--- config.mk ---
export PLATFORM = sky130hd
export DESIGN_NAME = operand_loader_flat
export DESIGN_NICKNAME = d
export VERILOG_FILES = /design/src/rtl/operand_loader_pkg.sv /design/src/rtl/operand_loader_if.sv /design/src/rtl/operand_loader.sv /design/src/flat_wrapper.sv
export SDC_FILE = /design/constraint.sdc
export NUM_CORES = 1
export LEC_CHECK = 0
export ABC_AREA = 1
export BUFFER_PORTS_ARGS = -buffer_cell sky130_fd_sc_hd__buf_4
export CORE_ASPECT_RATIO = 1.5
export CORE_MARGIN = 2
export CORE_UTILIZATION = 49
export CTS_CLUSTER_DIAMETER = 30
export CTS_CLUSTER_SIZE = 24
export DETAILED_ROUTE_END_ITERATION = 16
export PLACE_DENSITY_LB_ADDON = 0.12
export SLEW_MARGIN = 20
export SYNTH_ARGS = -nofsm -noshare
export SYNTH_HDL_FRONTEND = slang
export SYNTH_SLANG_ARGS = --single-unit
--- constraint.sdc ---
create_clock -name clk_i -period 1.91 [get_ports clk_i]
set_clock_uncertainty 0.2 [all_clocks]
set_input_delay 0 -clock clk_i [delete_from_list [all_inputs] [get_ports clk_i]]
set_output_delay 0 -clock clk_i [all_outputs]
set_load 0.03 [all_outputs]
--- src/rtl/operand_loader_pkg.sv ---
// Shared parameters and types for the operand loader: SRAM geometry and the
// loader FSM state encoding.
package operand_loader_pkg;

  localparam int ADDR_W        = 9;
  localparam int MEM_WORD_SIZE = 64;
  localparam int LOAD_CNT_W    = ADDR_W + 1;

  typedef enum logic [1:0] {
    IDLE = 2'd0,
    LOAD = 2'd1,
    LAST = 2'd2,
    DONE = 2'd3
  } loader_state_e;

endpackage

--- src/rtl/operand_loader_if.sv ---
// Operand stream (valid/ready) plus the SRAM port-0 write bus driven by the loader.
interface operand_loader_if;
  import operand_loader_pkg::*;

  logic                     in_valid_i;
  logic [MEM_WORD_SIZE-1:0] in_data_i;
  logic                     in_ready_o;
  logic                     write_o;
  logic [ADDR_W-1:0]        w_addr_o;
  logic [MEM_WORD_SIZE-1:0] w_data_o;

  modport slave (
    input  in_valid_i, in_data_i,
    output in_ready_o, write_o, w_addr_o, w_data_o
  );

  modport master (
    output in_valid_i, in_data_i,
    input  in_ready_o, write_o, w_addr_o, w_data_o
  );

endinterface

--- src/rtl/operand_loader.sv ---
// Streams 64-bit operand words into SRAM port 0 over an inclusive address range,
// pulsing done_o one cycle after the final write is presented.
module operand_loader
  import operand_loader_pkg::*;
(
  input  logic                  clk_i,
  input  logic                  rst_i,
  input  logic                  start_i,
  input  logic [ADDR_W-1:0]     load_start_addr,
  input  logic [ADDR_W-1:0]     load_end_addr,
  operand_loader_if.slave       ld,
  output logic                  busy_o,
  output logic                  done_o,
  output logic                  err_o,
  output logic [LOAD_CNT_W-1:0] word_count_o
);

  loader_state_e            state_q, state_d;
  logic [ADDR_W-1:0]        cur_addr_q, cur_addr_d;
  logic [ADDR_W-1:0]        end_addr_q, end_addr_d;
  logic [ADDR_W-1:0]        w_addr_q, w_addr_d;
  logic [MEM_WORD_SIZE-1:0] w_data_q, w_data_d;
  logic                     write_q, write_d;
  logic                     err_q, err_d;
  logic [LOAD_CNT_W-1:0]    cnt_q, cnt_d;

  // State, address counter and registered write port.
  always_ff @(posedge clk_i) begin
    if (rst_i) begin
      state_q    <= IDLE;
      cur_addr_q <= '0;
      end_addr_q <= '0;
      w_addr_q   <= '0;
      w_data_q   <= '0;
      write_q    <= 1'b0;
      err_q      <= 1'b0;
      cnt_q      <= '0;
    end else begin
      state_q    <= state_d;
      cur_addr_q <= cur_addr_d;
      end_addr_q <= end_addr_d;
      w_addr_q   <= w_addr_d;
      w_data_q   <= w_data_d;
      write_q    <= write_d;
      err_q      <= err_d;
      cnt_q      <= cnt_d;
    end
  end

  // Next-state logic; w_addr/w_data hold their value on cycles without a write.
  always_comb begin
    state_d    = state_q;
    cur_addr_d = cur_addr_q;
    end_addr_d = end_addr_q;
    w_addr_d   = w_addr_q;
    w_data_d   = w_data_q;
    write_d    = 1'b0;
    err_d      = err_q;
    cnt_d      = cnt_q;
    case (state_q)
      IDLE: begin
        if (start_i) begin
          if (load_start_addr <= load_end_addr) begin
            state_d    = LOAD;
            cur_addr_d = load_start_addr;
            end_addr_d = load_end_addr;
            cnt_d      = '0;
            err_d      = 1'b0;
          end else begin
            err_d = 1'b1;
          end
        end else begin
          state_d = IDLE;
        end
      end
      LOAD: begin
        if (ld.in_valid_i) begin
          write_d    = 1'b1;
          w_addr_d   = cur_addr_q;
          w_data_d   = ld.in_data_i;
          cur_addr_d = cur_addr_q + ADDR_W'(1);
          cnt_d      = cnt_q + LOAD_CNT_W'(1);
          // Compare before increment so a range ending at 511 never wraps into a match.
          if (cur_addr_q == end_addr_q) begin
            state_d = LAST;
          end else begin
            state_d = LOAD;
          end
        end else begin
          state_d = LOAD;
        end
      end
      LAST:    state_d = DONE;
      DONE:    state_d = IDLE;
      default: state_d = IDLE;
    endcase
  end

  // Status outputs decoded from the state register.
  always_comb begin
    ld.in_ready_o = 1'b0;
    busy_o        = 1'b0;
    done_o        = 1'b0;
    case (state_q)
      IDLE: begin
        busy_o = 1'b0;
      end
      LOAD: begin
        ld.in_ready_o = 1'b1;
        busy_o        = 1'b1;
      end
      LAST: begin
        busy_o = 1'b1;
      end
      DONE: begin
        busy_o = 1'b1;
        done_o = 1'b1;
      end
      default: begin
        busy_o = 1'b0;
      end
    endcase
  end

  assign ld.write_o    = write_q;
  assign ld.w_addr_o   = w_addr_q;
  assign ld.w_data_o   = w_data_q;
  assign err_o         = err_q;
  assign word_count_o  = cnt_q;

endmodule

--- src/flat_wrapper.sv ---
// flat-port wrapper written by rule: the top's interface ports become plain ports
module operand_loader_flat import operand_loader_pkg::*;
  (clk_i, rst_i, start_i, load_start_addr, load_end_addr, busy_o, done_o, err_o, word_count_o, ld_in_valid_i, ld_in_data_i, ld_in_ready_o, ld_write_o, ld_w_addr_o, ld_w_data_o);
  operand_loader_if ld_i ();
  input  logic clk_i;
  input  logic rst_i;
  input  logic start_i;
  input  logic [ADDR_W-1:0] load_start_addr;
  input  logic [ADDR_W-1:0] load_end_addr;
  output logic busy_o;
  output logic done_o;
  output logic err_o;
  output logic [LOAD_CNT_W-1:0] word_count_o;
  input wire logic [$bits(ld_i.in_valid_i)-1:0] ld_in_valid_i;
  input wire logic [$bits(ld_i.in_data_i)-1:0] ld_in_data_i;
  output wire logic [$bits(ld_i.in_ready_o)-1:0] ld_in_ready_o;
  output wire logic [$bits(ld_i.write_o)-1:0] ld_write_o;
  output wire logic [$bits(ld_i.w_addr_o)-1:0] ld_w_addr_o;
  output wire logic [$bits(ld_i.w_data_o)-1:0] ld_w_data_o;
  assign ld_i.in_valid_i = ld_in_valid_i;
  assign ld_i.in_data_i = ld_in_data_i;
  assign ld_in_ready_o = ld_i.in_ready_o;
  assign ld_write_o = ld_i.write_o;
  assign ld_w_addr_o = ld_i.w_addr_o;
  assign ld_w_data_o = ld_i.w_data_o;
  operand_loader u_core (.clk_i(clk_i), .rst_i(rst_i), .start_i(start_i), .load_start_addr(load_start_addr), .load_end_addr(load_end_addr), .ld(ld_i), .busy_o(busy_o), .done_o(done_o), .err_o(err_o), .word_count_o(word_count_o));
endmodule
Yosys cells after proc, flatten, opt, wreduce, memory -nomap -nowiden
Index checks and enable logic that the tools add are counted.
Storage, ports and cells
  flip-flop bits (word level): 105
  input port bits: 86
  word-level logic and storage cells: 46
Operators by class
  $add $sub $neg: 2
  order comparisons: 1
  equal/unequal tests: 8
  mux-type cells: 18
  bitwise gates (word level): 1
  reductions and logical operators: 8
Operators by type and width (count)
  10-bit 2-to-1 mux: 3
  9-bit 2-to-1 mux: 3
  10-bit one-hot mux with 2 select lines: 1
  9-bit one-hot mux with 2 select lines: 1
  10-bit by 1-bit adder with 10-bit output (second input constant): 1
  9-bit by 1-bit adder with 9-bit output (second input constant): 1
  9-bit == test: 1
  9-bit <= comparator: 1
  2-bit 2-to-1 mux: 4
  2-bit one-hot mux with 4 select lines: 1
  2-bit == test (second input constant): 2
  1-bit 2-to-1 mux: 4
  2-bit != test (second input constant): 2
  2-bit AND reduction: 2
  4-bit AND reduction: 1
  3-bit by 2-bit != test with 1-bit output (second input constant): 1
  3-bit AND reduction: 1
  3-bit OR reduction: 1
  2-bit by 1-bit == test with 1-bit output (second input constant): 1
  2-bit zero test: 1
  2-bit by 1-bit != test with 1-bit output (second input constant): 1
  1-bit one-hot mux with 2 select lines: 1
  2-bit nonzero test: 1
  2-bit OR reduction: 1
  1-bit NOT: 1

Logic depth before layout (Yosys ltp)
  depth in word-level cells: 4
  gate-level depth with buffers: 14
  depth with buffers taken out: 13

Least setup slack after synthesis
OpenSTA, ideal clock, no wires.
  path type: register to register
  start point: reg u_core.cnt_q[0] (netlist: u_core.word_count_o[0])
  end point: reg u_core.cnt_q[8] (netlist: u_core.word_count_o[8])
  data arrival time: 1535 ps
  data required time: 1646 ps
  slack: 111 ps
  cell stages (with the launch flop): 10
  buffers on the path: 0
  period minus slack after synthesis: 1799 ps
  cell sequence: dfxtp_1 > ha_1 > nand2_1 > nor3_2 > nand2_1 > nand2_1 > nand3_1 > nand3_1 > nand2_1 > nor2_1
Between the ends
  word-level cells in the longest chain between the ends: 3
RTL lines
  start, declared: RTL line operand_loader.sv:25  | logic [LOAD_CNT_W-1:0] cnt_q, cnt_d;
  start signal, assigned: RTL line operand_loader.sv:46  | cnt_q <= cnt_d;
  10-bit by 1-bit adder with 10-bit output: RTL line operand_loader.sv:82  | cnt_d = cnt_q + LOAD_CNT_W'(1);
  10-bit 2-to-1 mux: RTL line operand_loader.sv:77  | if (ld.in_valid_i) begin
  10-bit one-hot mux with 2 select lines: RTL line operand_loader.sv:60  | case (state_q)
No other way between the ends. The select of a mux whose other input is x is not followed.
A chain may end at the register's enable or synchronous reset.

==> reports/results.ini <==
[outcome]
outcome = complete, but fails checks
violations = hold timing, setup timing

[setup_path]
max_stage_delay_ps = 400
crit_end = u_core.word_count_o[6]
reg2reg_depth = 6
path_class = reg -> reg
rrSetupSlack_ps = -20
worst_setup_path_start_kind = flop
cp_slowest_cell = dfxtp_1
timing.rr.end = u_core.word_count_o[6]
crit_chain = nor2_2 > nand2_1 > nand2_2 > buf_4 > nand3_1 > a21oi_2
end_kind = flop
crit_cells = 6
path_buf_inv = 1
critPathTopFamily = simple AND/OR/NAND/NOR gates
worstPathArrival_ps = 1980
critPathMaxFanout = 10
crit_required_ps = 1970

[floorplanning]
rows = 43
fp.dieW_um = 83.00
dieArea_mm2 = 0.01017
io_pins = 174
core_mm2 = 0.009200
initial_core_util = 0.4986
die_y_um = 122.5

[clock_network]
cts_tree = built
cts_max_level = 3
cts_sinks = 105
worstSkewPairLatency_ps = 340
cts.path.max_buffers = 2
clk_pin_slew_ps = 70
clockRootBuffer = clkbuf_16
numCtsBuffers = 9

[synth]
synth.top_cells.by_count = nand2_1 (210), dfxtp_1 (105), a21oi_1 (77)
synth_edf_count = 0
ys_warn_count = 0
syn_inst = 637
yosys.area_share.simple = 0.3025
syn-num-nets = 734
synth_area_mm2 = 0.004587
synth_cell_types = 34
synth_most_common_cell = nand2_1
synth_compound_area_frac = 0.1236
yosysTopAreaCell = dfxtp_1
synth-adder-area-share = 0.03001
synth_top_family_by_area = simple AND/OR/NAND/NOR gates
ys_ff_latch = 105
synth_area_leaders = dfxtp_1 (46%), nand2_1 (17%), a21oi_1 (8.4%), nor2_1 (5.5%), nand3_1 (3.1%)
synthMuxAreaShare = 0
synth_top_area_frac = 0.4583
synth-async-reset-ratio = 0
synthXorXnorAreaFrac = 0.01337
syn_avg_cell_area_um2 = 7.201
synth_seq_area_share = 0.4583
synth-main-ff-cell = dfxtp_1

[run]
max_cap_violations = 0

[sta]
period_share = 1.010
slew_viol_final = 0
clock.fmax_ghz = 0.5186
layout_setup_ws_ps = -18.41
relSlewSlack = 0.3659
worst_pin_slew_ps = 945.4
fin_tns_setup_ps = -18.41
rsz0062_at_grt = yes
holdWs_ps = -45.56
fin_crit_ps = 1928
hold_viol_final = 1
setup_violations = 1

[global_route]
grt-ovfl-total = 0
grt_pass1_vias = 4999
grt_max_degree = 81
grt_use_total = 0.2792
grt_pass1_wl_um = 23200
antenna_found_initial = 0

[detailed_routing]
drc = 0
drtIter0Drc = 250
avgViaCountPerCell = 5.170
first_pass_iters = 7
avgRoutedWirePerCell_um = 14.88
antenna_left = 0
wl_um = 14890
num_vias = 5175

[placement]
dp_hpwl_um = 8775
postPlaceCellArea_mm2 = 0.005941
dp.cells = 899
gp_congestion = 0.7872
port_buffers = 173

[cells_and_area]
diodes = 0
design_area_mm2 = 0.007202
area_delta_synth_final_pct = 57.01
fillers = 622
drive_above_1_share = 0.2565
fin_cells = 1001
fin_nets = 981
fin_util = 0.7828

[hold_path]
hold_path.class = in -> reg

[pwr]
p_total_mw = 5.715
power_density_mw_per_mm2 = 793.5
leakage_nw = 3.295
ir_drop_mv = 0.6087

-- cell type report --
type	count	area, um2	share of cell area
sequential	105	2102	0.2919
tap	112	140.1	0.01946
timing repair buffer	266	2272	0.3155
clock buffer	9	225.2	0.03127
clock inverter	7	77.57	0.01077
multi-input combinational	461	2228	0.3094
inverter	41	156.4	0.02172
-- through the flow --
step                hold slack, ps  setup WS (ps)
floorplan                   -56.87          110.9
global placement             51.63          181.1
detailed placement           62.47          127.2
CTS                          115.7          12.56
global route                 3.276         -56.30
finish                      -45.56         -18.41
-- worst register-to-register path, cell delays in order (launching register included) --
cell,delay [ps]
dfxtp_1,400
nor2_2,290
nand2_1,140
nand2_2,230
buf_4,220
nand3_1,140
a21oi_2,220
-- cells by family (layout without fill, tap and decap cells) --
logic type | after synthesis | in the layout
simple gates | 331 | 333
compound gates | 110 | 110
flops | 105 | 105
buf+inv | 73 | 323
fa+ha+maj | 11 | 11
xor+xnor | 7 | 7
-- what timing repair did --
| action | in CTS | in global routing |
|---|---|---|
| resized for setup | 0 | 14 |
| hold buffers | 84 | 2 |
| buffers inserted | 0 | 0 |
| endpoints found under the setup margin | 0 | 29 |
| endpoints found under the hold margin | 87 | 2 |
-- how the worst min path moves through the flow --
| stage | from | end | slack [ps] | cells after the start |
|---|---|---|---|---|
| final | load_end_addr[3] | u_core.end_addr_q[3] | -50 | 4 |
| after global routing | load_end_addr[3] | u_core.end_addr_q[3] | 3 | 4 |
| after CTS | rst_i | u_core.word_count_o[7] | 120 | 3 |
| after detailed placement | ld_in_data_i[61] | u_core.ld.w_data_o[61] | 60 | 3 |
| after global placement | ld_in_data_i[1] | u_core.ld.w_data_o[1] | 50 | 3 |
| after floorplan | ld_in_data_i[18] | u_core.ld.w_data_o[18] | -60 | 2 |
-- registers in the layout, indices dropped and copies added, names as in the netlist, named ones only --
signal               count
u_core.ld.w_data_o      64
u_core.word_count_o     10
u_core.cur_addr_q        9
u_core.end_addr_q        9
u_core.ld.w_addr_o       9
u_core.err_o             1
u_core.ld.write_o        1
u_core.state_q           1
-- routing by layer --
| metal | global-route usage | share of wire | vias up |
|---|---|---|---|
| li1 | - | - | 2520 |
| met2 | 0.5197 | 0.53 | 234 |
| met1 | 0.2923 | 0.36 | 2365 |
| met3 | 0.05985 | 0.061 | 56 |
| met4 | 0.1496 | 0.048 | 0 |
| met5 | 0 | 0 | - |
-- where the power goes --
group          internal, mW  leakage [nW]  switching [mW]
clock                  1.03         0.147           0.830
sequential             2.33         0.856           0.111
combinational         0.616          2.29           0.794
total                  3.98          3.30            1.74
-- layout by cell type (no fill, tap or decap), drive strengths merged --
cell type and count:
nor3 5, nor2 71, dfxtp 105, clkinv 3, buf 179, ha 11, nand3 30, nand4 4
dlygate4sd3 82, o211a 1, o21bai 1, xnor2 5, o21ai 28, bufinv 1, clkbuf 10, nand3b 1
or2 4, inv 43, nand2 217, a21oi 78, o31ai 1, dlymetal6s4s 4, clkinvlp 1, a21o 1
xor2 2, nor3b 1
(Power assumes the default switching activity.)
